$ cat src/rtl/sbasu3_top.sv
// SPI-slave-controlled multi-channel 8-bit PWM generator on a packed 8-bit I/O port.
// Define PWM_PRESCALER_EN to divide the PWM tick by 2^PRESCALE_LOG2 sys_clk cycles.

module sbasu3_pwm_ch (
    input  logic       clk,
    input  logic       rst_n,
    input  logic       tick,
    input  logic       wr,
    input  logic [7:0] wr_period,
    input  logic [7:0] wr_duty,
    output logic [7:0] period,
    output logic [7:0] duty,
    output logic       pwm
);
    logic [7:0] cnt;
    logic [8:0] cnt_inc;

    assign cnt_inc = {1'b0, cnt} + 9'd1;

    always_ff @(posedge clk or negedge rst_n) begin
        if (!rst_n) begin
            period <= '0;
            duty   <= '0;
            cnt    <= '0;
            pwm    <= 1'b0;
        end else begin
            if (wr) begin
                period <= wr_period;
                duty   <= wr_duty;
                cnt    <= '0;
            end else if (tick) begin
                cnt <= (cnt_inc >= {1'b0, period}) ? 8'd0 : cnt_inc[7:0];
            end
            // A zero period parks the output low regardless of duty
            pwm <= (period != 8'd0) && (cnt < duty);
        end
    end
endmodule

module sbasu3_top #(
    parameter int NUM_PWM       = 4,
    parameter int PRESCALE_LOG2 = 3
) (
    input  logic [7:0] io_in,
    output logic [7:0] io_out
);
    typedef enum logic [1:0] {ST_CMD, ST_D0, ST_D1} state_t;

    logic clk, rst_n;
    assign clk   = io_in[0];
    assign rst_n = io_in[1];

    logic unused_io;
    assign unused_io = ^io_in[7:5];

    logic [2:0] ss_sync, sclk_sync;
    logic [1:0] mosi_sync;
    logic       ss_s, ss_rise, ss_fall, sclk_rise, sclk_fall, mosi_s;

    always_ff @(posedge clk or negedge rst_n) begin
        if (!rst_n) begin
            ss_sync   <= '0;
            sclk_sync <= '0;
            mosi_sync <= '0;
        end else begin
            ss_sync   <= {ss_sync[1:0], io_in[2]};
            sclk_sync <= {sclk_sync[1:0], io_in[3]};
            mosi_sync <= {mosi_sync[0], io_in[4]};
        end
    end

    assign ss_s      = ss_sync[1];
    assign ss_rise   = ss_sync[1] & ~ss_sync[2];
    assign ss_fall   = ~ss_sync[1] & ss_sync[2];
    assign sclk_rise = sclk_sync[1] & ~sclk_sync[2];
    assign sclk_fall = ~sclk_sync[1] & sclk_sync[2];
    assign mosi_s    = mosi_sync[1];

    logic                            tick;
    logic [3:0]                      bit_cnt;
    logic [7:0]                      rx, tx, tx_next, shadow, rd_period, rd_duty;
    logic [2:0]                      addr_q, rd_addr;
    logic                            rnw, byte_done, latch_cmd, wr_shadow, commit;
    state_t                          state, state_nxt;
    logic [NUM_PWM-1:0]              ch_wr, pwm_vec;
    logic [NUM_PWM-1:0][7:0]         period, duty;

`ifdef PWM_PRESCALER_EN
    logic [PRESCALE_LOG2-1:0] div;
    always_ff @(posedge clk or negedge rst_n) begin
        if (!rst_n) div <= '0;
        else        div <= div + PRESCALE_LOG2'(1);
    end
    assign tick = &div;
`else
    localparam int unused_ps = PRESCALE_LOG2;
    assign tick = 1'b1;
`endif

    // Bytes are acted on at ss fall, after the 8th sclk fall, so a freshly
    // loaded tx keeps its MSB on miso for the next byte.
    assign byte_done = ss_fall && (bit_cnt == 4'd8);

    always_ff @(posedge clk or negedge rst_n) begin
        if (!rst_n) begin
            bit_cnt <= '0;
            rx      <= '0;
            tx      <= '0;
        end else begin
            if (ss_rise)
                bit_cnt <= '0;
            else if (ss_s && sclk_rise && bit_cnt != 4'd8) begin
                rx      <= {rx[6:0], mosi_s};
                bit_cnt <= bit_cnt + 4'd1;
            end
            if (byte_done)
                tx <= tx_next;
            else if (ss_s && sclk_fall)
                tx <= {tx[6:0], 1'b0};
        end
    end

    assign rd_addr = (state == ST_CMD) ? rx[2:0] : addr_q;

    always_comb begin
        rd_period = '0;
        rd_duty   = '0;
        for (int k = 0; k < NUM_PWM; k++) begin
            if (rd_addr == 3'(k)) begin
                rd_period = period[k];
                rd_duty   = duty[k];
            end
        end
    end

    always_ff @(posedge clk or negedge rst_n) begin
        if (!rst_n) begin
            state  <= ST_CMD;
            rnw    <= 1'b0;
            addr_q <= '0;
            shadow <= '0;
        end else begin
            state <= state_nxt;
            if (latch_cmd) begin
                rnw    <= rx[7];
                addr_q <= rx[2:0];
            end
            if (wr_shadow) shadow <= rx;
        end
    end

    always_comb begin
        state_nxt = state;
        tx_next   = 8'h00;
        latch_cmd = 1'b0;
        wr_shadow = 1'b0;
        commit    = 1'b0;
        if (byte_done) begin
            case (state)
                ST_CMD: begin
                    latch_cmd = 1'b1;
                    tx_next   = rx[7] ? rd_period : 8'h00;
                    state_nxt = ST_D0;
                end
                ST_D0: begin
                    wr_shadow = !rnw;
                    tx_next   = rnw ? rd_duty : 8'h00;
                    state_nxt = ST_D1;
                end
                ST_D1: begin
                    commit    = !rnw;
                    state_nxt = ST_CMD;
                end
                default: state_nxt = ST_CMD;
            endcase
        end
    end

    for (genvar g = 0; g < NUM_PWM; g++) begin : g_ch
        assign ch_wr[g] = commit && (addr_q == 3'(g));
        sbasu3_pwm_ch u_ch (
            .clk       (clk),
            .rst_n     (rst_n),
            .tick      (tick),
            .wr        (ch_wr[g]),
            .wr_period (shadow),
            .wr_duty   (rx),
            .period    (period[g]),
            .duty      (duty[g]),
            .pwm       (pwm_vec[g])
        );
    end

    always_comb begin
        io_out            = '0;
        io_out[0]         = tx[7];
        io_out[NUM_PWM:1] = pwm_vec;
    end
endmodule

$ cat config.mk
export PLATFORM = sky130hd
export DESIGN_NAME = sbasu3_top
export DESIGN_NICKNAME = d
export VERILOG_FILES = /design/src/rtl/sbasu3_top.sv
export SDC_FILE = /design/constraint.sdc
export NUM_CORES = 1
export LEC_CHECK = 0
export CAP_MARGIN = 25
export CORE_MARGIN = 2
export CORE_UTILIZATION = 50
export CTS_CLUSTER_DIAMETER = 200
export CTS_CLUSTER_SIZE = 24
export DETAILED_ROUTE_END_ITERATION = 8
export PLACE_DENSITY = 0.67
export SYNTH_ARGS = -nofsm -noshare
export SYNTH_HDL_FRONTEND = slang
export SYNTH_SLANG_ARGS = --single-unit
$ cat constraint.sdc
create_clock -name io_in -period 2.7 [get_ports io_in]
set_input_delay 0.54 -clock io_in [delete_from_list [all_inputs] [get_ports io_in]]
set_output_delay 0.54 -clock io_in [all_outputs]
set_load 0.02 [all_outputs]
# Word-level counts from Yosys, hierarchy flattened
# Cells that the tools add are included.
dict set report word_totals {
  register_bits 142
  wordCells 112
  mem_bits_ro 0
  out_inout_bits 8
  latch_bits 0
  ramBits 0
  n_memories 0
}
dict set report classes {
  n_mux 31
  n_reduce_logical 23
  n_eq_ne 10
  shifts 0
  bitwise_logic 9
  magnitude_cmp 8
  div_mod_pow 0
  mul 0
  add_sub_neg 5
}
# op n
set op_table {}
lappend op_table {{8-bit two-way mux} 20}
lappend op_table {{8-bit by 1-bit adder with 9-bit output (second input constant)} 4}
lappend op_table {{9-bit by 8-bit greater-or-equal comparator with 1-bit output} 4}
lappend op_table {{8-bit < comparator} 4}
lappend op_table {{8-bit nonzero test} 4}
lappend op_table {{8-bit one-hot mux with 2 select lines} 1}
lappend op_table {{3-bit by 2-bit equality test with 1-bit output (second input constant)} 4}
lappend op_table {{1-bit logical AND} 12}
lappend op_table {{4-bit two-way mux} 2}
lappend op_table {{3-bit by 1-bit equality test with 1-bit output (second input constant)} 2}
lappend op_table {{3-bit zero test} 2}
lappend op_table {{1-bit two-way mux} 6}
lappend op_table {{1-bit NOT} 5}
lappend op_table {{4-bit by 1-bit adder with 4-bit output (second input constant)} 1}
lappend op_table {{1-bit AND} 4}
lappend op_table {{4-bit equality test (second input constant)} 1}
lappend op_table {{4-bit != test (second input constant)} 1}
lappend op_table {{2-bit one-hot mux with 2 select lines} 1}
lappend op_table {{2-bit nonzero test} 2}
lappend op_table {{3-bit two-way mux} 1}
lappend op_table {{2-bit by 1-bit equality test with 1-bit output (second input constant)} 1}
lappend op_table {{2-bit equality test (second input constant)} 1}
lappend op_table {{2-bit zero test} 1}
lappend op_table {{2-bit AND reduction} 1}
lappend op_table {{1-bit zero test} 1}

# Logic depth before layout (Yosys ltp)
# Gate-level depths: netlist (run 1).
dict set report logic_depth {
  depth_word 10
  depth_mapped 10
}

# Cells and area by module
# Synthesis (run 1) repeated with hierarchy kept, for this count alone.
dict set report hier_totals {
  hier_cells 869
  area_unflattened_um2 8624.5
}
# mod instances cells_each seq_area_each_um2 area_per_inst_um2
set by_module_without_submodules {}
lappend by_module_without_submodules {sbasu3_pwm_ch 4 160 625.6 1541.5}
lappend by_module_without_submodules {sbasu3_top 1 229 1051.0 2458.6}

# Least setup slack after synthesis (run 1)
# Ideal clock, no wire load.
dict set report synth_timing {
  path_kind {reg2reg}
  start {register g_ch[0].u_ch.cnt[0]}
  end {register g_ch[0].u_ch.cnt[2]}
  arrival_time_ns 2.215
  path_buffers 0
  stages_incl_launch_ff 11
  path_slack_ns 0.411
  cell_sequence {dfrtp_1 ha_1 nand3_1 nor2_1 xor2_1 ha_1 and3_1 a221o_1 a31oi_1 o211ai_2 nor2b_1}
}
dict set report synth_via {
  elab_chain_len 4
}
# item line
set synth_rtl {}
lappend synth_rtl {{from (decl)} 15} ;# logic [7:0] cnt;
lappend synth_rtl {{from (signal assigned)} 32} ;# cnt <= (cnt_inc >= {1'b0, period}) ? 8'd0 : cnt_inc[7:0];
lappend synth_rtl {{8-bit by 1-bit adder with 9-bit output (*)} 18} ;# assign cnt_inc = {1'b0, cnt} + 9'd1;
lappend synth_rtl {{9-bit by 8-bit greater-or-equal comparator with 1-bit output} 32}
lappend synth_rtl {{8-bit two-way mux (*)} 32}
lappend synth_rtl {{8-bit two-way mux (*)} 27} ;# if (wr) begin
# Mark *: on every way between the ends. The rest lies on a longest branch, timed or not.
# A chain may end at the register's enable or synchronous reset.

# Final worst setup path (run 1)
dict set report layout_timing {
  start {register g_ch[1].u_ch.cnt[3]}
  end {register g_ch[1].u_ch.cnt[7]}
}
dict set report layout_via {
  elab_chain_len 4
}
# item line
set layout_rtl {}
lappend layout_rtl {{from (decl)} 15}
lappend layout_rtl {{from (signal assigned)} 32}
lappend layout_rtl {{8-bit by 1-bit adder with 9-bit output (*)} 18}
lappend layout_rtl {{9-bit by 8-bit greater-or-equal comparator with 1-bit output} 32}
lappend layout_rtl {{8-bit two-way mux (*)} 32}
lappend layout_rtl {{8-bit two-way mux (*)} 27}
# Marked as above.

==> out/metrics.csv, run 1 <==
stage;metric;value;unit
outcome;status;complete, but fails checks;
outcome;failing_checks;negative hold slack;
synth;yosys_register_bits;142;
sta;hold_violations;145;
sta;finalWorstSetupSlack;170;ps
synth;synth.area.top_cells;dfrtp_1 45%, ha_1 11%, o21ai_0 4.7%;
cts;cts_tree;built;
floorplan;fp.dieArea;16700;um^2
floorplan;die_h;129;um
flow_run;max_cap_viol_count;0;
critical_path;worstSetupEndpointType;flip-flop;
synth;register_area_share_after_synthesis;0.454;
drt;remaining_drc_errors;0;
critical_path;crit_type;reg2reg;
global_routing;grt_use_total;0.281;
cts;clk_pin_slew_worst_paths;60;ps
synth;synth.lib_cells_used.distinct;56;
synth;top_reg_cell_synth;dfrtp_1;
place;numPortBuffers;5;
synth;post_synth_inst_count;798;
cells_and_area;insertedDiodeCount;0;
global_routing;grt_overflow;0;
sta;worst-slew-pin-transition;659;ps
pwr;leakage;4.49;nW
synth;post_synth_instance_area;7820;um^2
sta;tns;0;ps
critical_path;reg2reg_to;g_ch[1].u_ch.cnt[7];
place;place.gp.congestion;0.968;
drt;finalWirelength;20900;um
cells_and_area;final_layout_size_suffix_gt1_frac;0.163;
synth;synth_largest_type_area_fraction;0.454;
sta;final-max-slew-violation-count;0;
pwr;power_density;771;nW/um^2
floorplan;initial_core_util;0.513;
critical_path;critical_path_required_time;3040;ps
hold_path;timing.hold.worst.start;io_in[2];
drt;via_per_inst;5.83;
critical_path;critPathLaunch;g_ch[1].u_ch.cnt[3];
place;place.detailed.hpwl;14400;um
floorplan;io-pin-count;16;
drt;detailedRoute.firstIterationViolations;593;
drt;routed-via-count;6167;
synth;synthesis.area_per_instance;9.80;um^2
synth;synth_enable_flop_cells;0;
sta;final_period_minus_worst_setup_slack;2530;ps
critical_path;r2r_start;g_ch[1].u_ch.cnt[3];
floorplan;fp.dieW;129;um
hold_path;whs_endpoint;ss_sync[0];
sta;layout_worst_path_cycle_share;0.937;
hold_path;worstHoldPathCells;0;
critical_path;rr_worst_depth;10;
critical_path;r2r_setup_slack;170;ps
cells_and_area;areaGrowthSynthToFinish;19.8;%
pwr;vdd_drop_max;0.000484;V
floorplan;core_region_area;15300;um^2
global_routing;number_of_global_route_vias_before_repair;6534;
drt;drt-pass1-iter-count;5;
drt;routedWlPerCell;19.7;um
sta;hold_ws;-409;ps
sta;slew_headroom;0.559;
drt;ant_nets;0;
critical_path;start_kind;flip-flop;
sta;fmax;395;MHz
synth;yosysTopAreaCell;dfrtp_1;
cells_and_area;number_of_fill_cells_in_the_layout;1221;
hold_path;worst_hold_path_type;clk2reg;
synth;ys.warnings.count;0;
floorplan;floorplan.rows;45;
place;worst_setup_slack_after_placement;146;ps
critical_path;cp_data_arrival_time;2870;ps
sta;finalSetupViolCount;0;
synth;ys_async_sr_fraction;1.00;
global_routing;grt_pass1_wl;33500;um
critical_path;path_max_fanout;8;
global_routing;grt_start_max_net_pins;37;
cells_and_area;finish.net_count;894;
sta;worst_clock_skew;15.1;ps
cts;clk-insertion-delay-late;440;ps
global_routing;initial_antenna_violation_count;0;
[per-layer routing]
layer  up-vias  global-route usage  routed length [um]
met2       251               0.397                9550
met3        64               0.128                1640
met5         -                   0                   0
met1      2981               0.334                8860
li1       2871                   -                   -
met4         0               0.213                 834
[cells by family after synthesis]
logic type | share of synthesized area
AND/OR/NAND/NOR | 0.152
AO/OA/AOI/OAI | 0.143
flip-flops | 0.454
buffers and inverters | 0.0597
adder cells (fa/ha/maj) | 0.106
multiplexers | 0.0565
XOR/XNOR | 0.0280
other | 0.000480
[layout by cell type (no fill, tap or decap), types with 5 or more instances in the layout]
cell type	netlist	routed
xor2_1	15	14
mux2_2	31	31
nor2_2	1	7
nor2_1	24	18
o22ai_1	12	12
a21oi_1	47	47
inv_8	0	5
nor4_1	9	9
ha_1	66	65
xnor2_1	10	10
o21ai_0	73	73
clkinv_4	0	6
nand2b_1	9	9
nor3b_1	21	20
nand4_1	10	10
clkdlybuf4s50_1	0	5
a21o_1	19	19
mux2i_1	7	7
a31oi_1	5	5
nand3_1	25	25
dfrtp_1	142	138
clkbuf_16	0	34
nor2b_1	9	9
and3_1	8	8
nand2_1	79	79
nor3_1	23	23
inv_1	66	66
buf_4	11	19
[area by class of cell]
cell class              count  area (um^2)  area share
repair buffers             24          193      0.0206
inverters                  66          248      0.0264
flip-flops and latches    142         3560       0.380
multi-input cells         552         3870       0.414
well taps                 211          264      0.0282
clock buffers              34          851      0.0908
clock inverters            29          378      0.0403
[what timing repair did]
| item | in CTS | in global routing |
|---|---|---|
| setup endpoints to repair | 0 | 32 |
| buffers inserted | 0 | 2 |
| endpoints found under the hold margin | 0 | 0 |
| hold buffers | 0 | 0 |
| resized for setup | 0 | 15 |
[worst max-delay path, stage by stage (launching register included)]
cell and delay, ps:
dfrtp_1 410, nand3_1 130, nor2_1 180, and3_1 210
xor2_1 230, ha_1 290, nand3_1 170, o22ai_1 130
a311oi_2 290, o31ai_4 190, nor3b_1 230
[power breakdown]
group          switching (mW)  total (mW)  internal [mW]
Sequential                  0        2.09           2.09
Combinational         0.00367     0.00367              0
Clock                    2.38        5.12           2.75
Total                    2.38        7.22           4.84
[registers in the layout, indices dropped and copies added (netlist names)]
signal and count:
g_ch.u_ch.cnt 32, g_ch.u_ch.duty 32, bit_cnt 4, mosi_sync 2, rnw 1, addr_q 3, tx 8, sclk_sync 3
rx 8, g_ch.u_ch.pwm 4, shadow 8, state 2, ss_sync 3, g_ch.u_ch.period 32
[synthesized netlist by cell type (all sizes together), types with 2 or more instances]
cell type / number
dfrtp: 142
nand2: 79
o21ai: 74
ha: 66
inv: 66
a21oi: 48
mux2: 31
buf: 28
nand3: 25
nor2: 25
nor3: 23
nor3b: 22
a21o: 19
xor2: 15
clkbuf: 12
o22ai: 12
nand4: 10
xnor2: 10
nand2b: 9
nor2b: 9
nor4: 9
and3: 8
mux2i: 7
a31oi: 5
a211o: 4
a221oi: 4
o211a: 4
or3: 4
and2: 3
a311oi: 2
nand4b: 2
o221a: 2
o31ai: 2
or2: 2
[worst max path at each step]
| stage | endpoint |
|---|---|
| global route | g_ch[1].u_ch.cnt[6] |
| CTS | g_ch[1].u_ch.cnt[3] |
| floorplan | g_ch[0].u_ch.cnt[2] |
| finish | g_ch[1].u_ch.cnt[7] |
| detailed placement | g_ch[0].u_ch.cnt[5] |
| global placement | g_ch[0].u_ch.cnt[6] |
[through the flow]
| stage | instance area [um^2] | util | power [mW] | instances |
|---|---|---|---|---|
| CTS | 9290 | 0.609 | 7.39 | 1056 |
| finish | 9370 | 0.614 | 7.22 | 1058 |
| detailed placement | 8060 | 0.528 | 2.15 | 993 |
| floorplan | 7830 | - | 2.15 | 800 |
| global route | 9370 | 0.614 | 7.61 | 1058 |
| global placement | 8060 | 0.528 | 2.15 | 993 |
Power figures use the tool's default switching activity.
==> inputs of run 2 (changes only) <==
Settings changed: MAX_ROUTING_LAYER from default to met4.
==> out/metrics.csv, run 2 (synthesis gave the netlist of run 1 again) <==
stage;metric;value;unit
critical_path;cp.buffers_inverters;0;
sta;hold_ws;-409;ps
place;numPlacedInstances;994;
global_routing;initial_antenna_violation_count;0;
pwr;vdd_drop_max;0.000503;V
cells_and_area;instances_no_fill;1060;
cells_and_area;number_of_fill_cells_in_the_layout;1254;
critical_path;crit_type;reg2reg;
flow_run;max_cap_viol_count;0;
cts;cts_tree;built;
cells_and_area;areaGrowthSynthToFinish;19.5;%
sta;finalSetupViolCount;0;
drt;finalWirelength;20700;um
sta;final-max-slew-violation-count;0;
sta;layout_worst_path_cycle_share;0.948;
drt;drt-pass1-iter-count;5;
floorplan;fp.dieW;129;um
floorplan;initial_core_util;0.513;
floorplan;floorplan.rows;45;
cells_and_area;finish.net_count;895;
cells_and_area;utilization;0.612;
sta;setup_repair_after_global_routing_missed_its_margin;yes;
floorplan;io-pin-count;16;
critical_path;critical_path_required_time;3040;ps
cells_and_area;final_layout_size_suffix_gt1_frac;0.163;
hold_path;worst_hold_path_type;clk2reg;
global_routing;grt_use_total;0.288;
cells_and_area;mostFrequentLayoutCell;dfrtp_1;
outcome;failing_checks;negative hold slack;
place;placed_area;8070;um^2
cells_and_area;final_cell_area;9340;um^2
cells_and_area;register_area;3560;um^2
drt;routed-via-count;6190;
critical_path;start_kind;flip-flop;
outcome;status;complete, but fails checks;
global_routing;grt_overflow;0;
critical_path;max_stage_delay;410;ps
drt;ant_nets;0;
critical_path;cp_data_arrival_time;2900;ps
place;place.gp.congestion;0.982;
floorplan;core_region_area;15300;um^2
floorplan;die_h;129;um
drt;routedWlPerCell;19.6;um
critical_path;critical-path-top-delay-family;compound AO/OA/AOI/OAI gates;
critical_path;cp_common_cell;ha_1;
critical_path;worstSetupEndpointType;flip-flop;
cells_and_area;insertedDiodeCount;0;
critical_path;slowest_stage;dfrtp_2;
cells_and_area;layout_common_cells;137 x dfrtp_1, 79 x nand2_1, 72 x o21ai_0;
sta;hold_violations;145;
pwr;power_density;759;nW/um^2
global_routing;grt_start_max_net_pins;37;
cells_and_area;area_occupied_by_multi_input_gates;3870;um^2
sta;worst-slew-pin-transition;610;ps
floorplan;fp.dieArea;16700;um^2
place;place.detailed.hpwl;14600;um
place;numPortBuffers;5;
critical_path;crit_chain;ha_1 > nand2_1 > nor2_1 > xor2_1 > ha_1 > a21oi_1 > o22ai_1 > a311oi_2 > o31ai_4 > nor3b_1;
global_routing;number_of_global_route_vias_before_repair;6516;
sta;final_period_minus_worst_setup_slack;2560;ps
global_routing;grt_pass1_wl;33400;um
cts;clk-insertion-delay-late;440;ps
critical_path;path_max_fanout;8;
sta;slew_headroom;0.592;
pwr;leakage;4.48;nW
drt;detailedRoute.firstIterationViolations;542;
sta;fmax;391;MHz
drt;remaining_drc_errors;0;
cells_and_area;largest_registers;g_ch.u_ch.cnt: 32 flops, g_ch.u_ch.duty: 32 flops, g_ch.u_ch.period: 32 flops;
cts;clk_pin_slew_worst_paths;60;ps
drt;via_per_inst;5.84;
sta;worst_clock_skew;6.78;ps
run 2: path summary, 6_finish.rpt:
path	start	endpoint	slack (ps)	cells after the start
worst min-delay path	io_in[2]	ss_sync[0]	-410	0
max in group asynchronous	io_in[1]	g_ch[1].u_ch.cnt[0]	2900	2
worst max-delay path	g_ch[1].u_ch.cnt[0]	g_ch[1].u_ch.cnt[3]	140	10
worst max register to register	g_ch[1].u_ch.cnt[0]	g_ch[1].u_ch.cnt[3]	140	10
min in group asynchronous	io_in[1]	g_ch[3].u_ch.period[7]	-330	2
worst min register to register	sclk_sync[0]	sclk_sync[1]	350	0
run 2: what timing repair did:
item / in CTS / in global routing
gates resized for setup: 0 / 16
endpoints found under the setup margin: 0 / 32
setup buffers: 0 / 2
hold buffers: 0 / 0
run 2: power by group:
part           switching (mW)  internal (mW)
Combinational         0.00367              0
Sequential                  0           2.09
Clock                    2.27           2.72
run 2: cell type report:
cell class                 instances  share of cell area
clock buffer                      36              0.0929
clock inverter                    28              0.0358
inverter                          66              0.0265
multi-input combinational        552               0.414
sequential                       142               0.381
tap                              211              0.0283
timing repair buffer              25              0.0214
run 2: through the flow:
stage	setup slack (ps)	total power [mW]	setup TNS, ps	hold slack, ps
final	140	7.09	0	-409
after global routing	-54.9	7.47	-201	-430
after CTS	130	7.28	0	-421
after detailed placement	141	2.15	0	-296
after global placement	271	2.15	0	-296
after floorplan	411	2.15	0	-296
run 2: layer usage:
| layer | global-route usage | vias up | routed length (um) |
|---|---|---|---|
| met1 | 0.323 | 3029 | 8880 |
| met3 | 0.142 | 56 | 1440 |
| met5 | - | - | 0 |
| met2 | 0.406 | 223 | 9710 |
| met4 | 0.191 | 0 | 695 |
| li1 | - | 2882 | - |
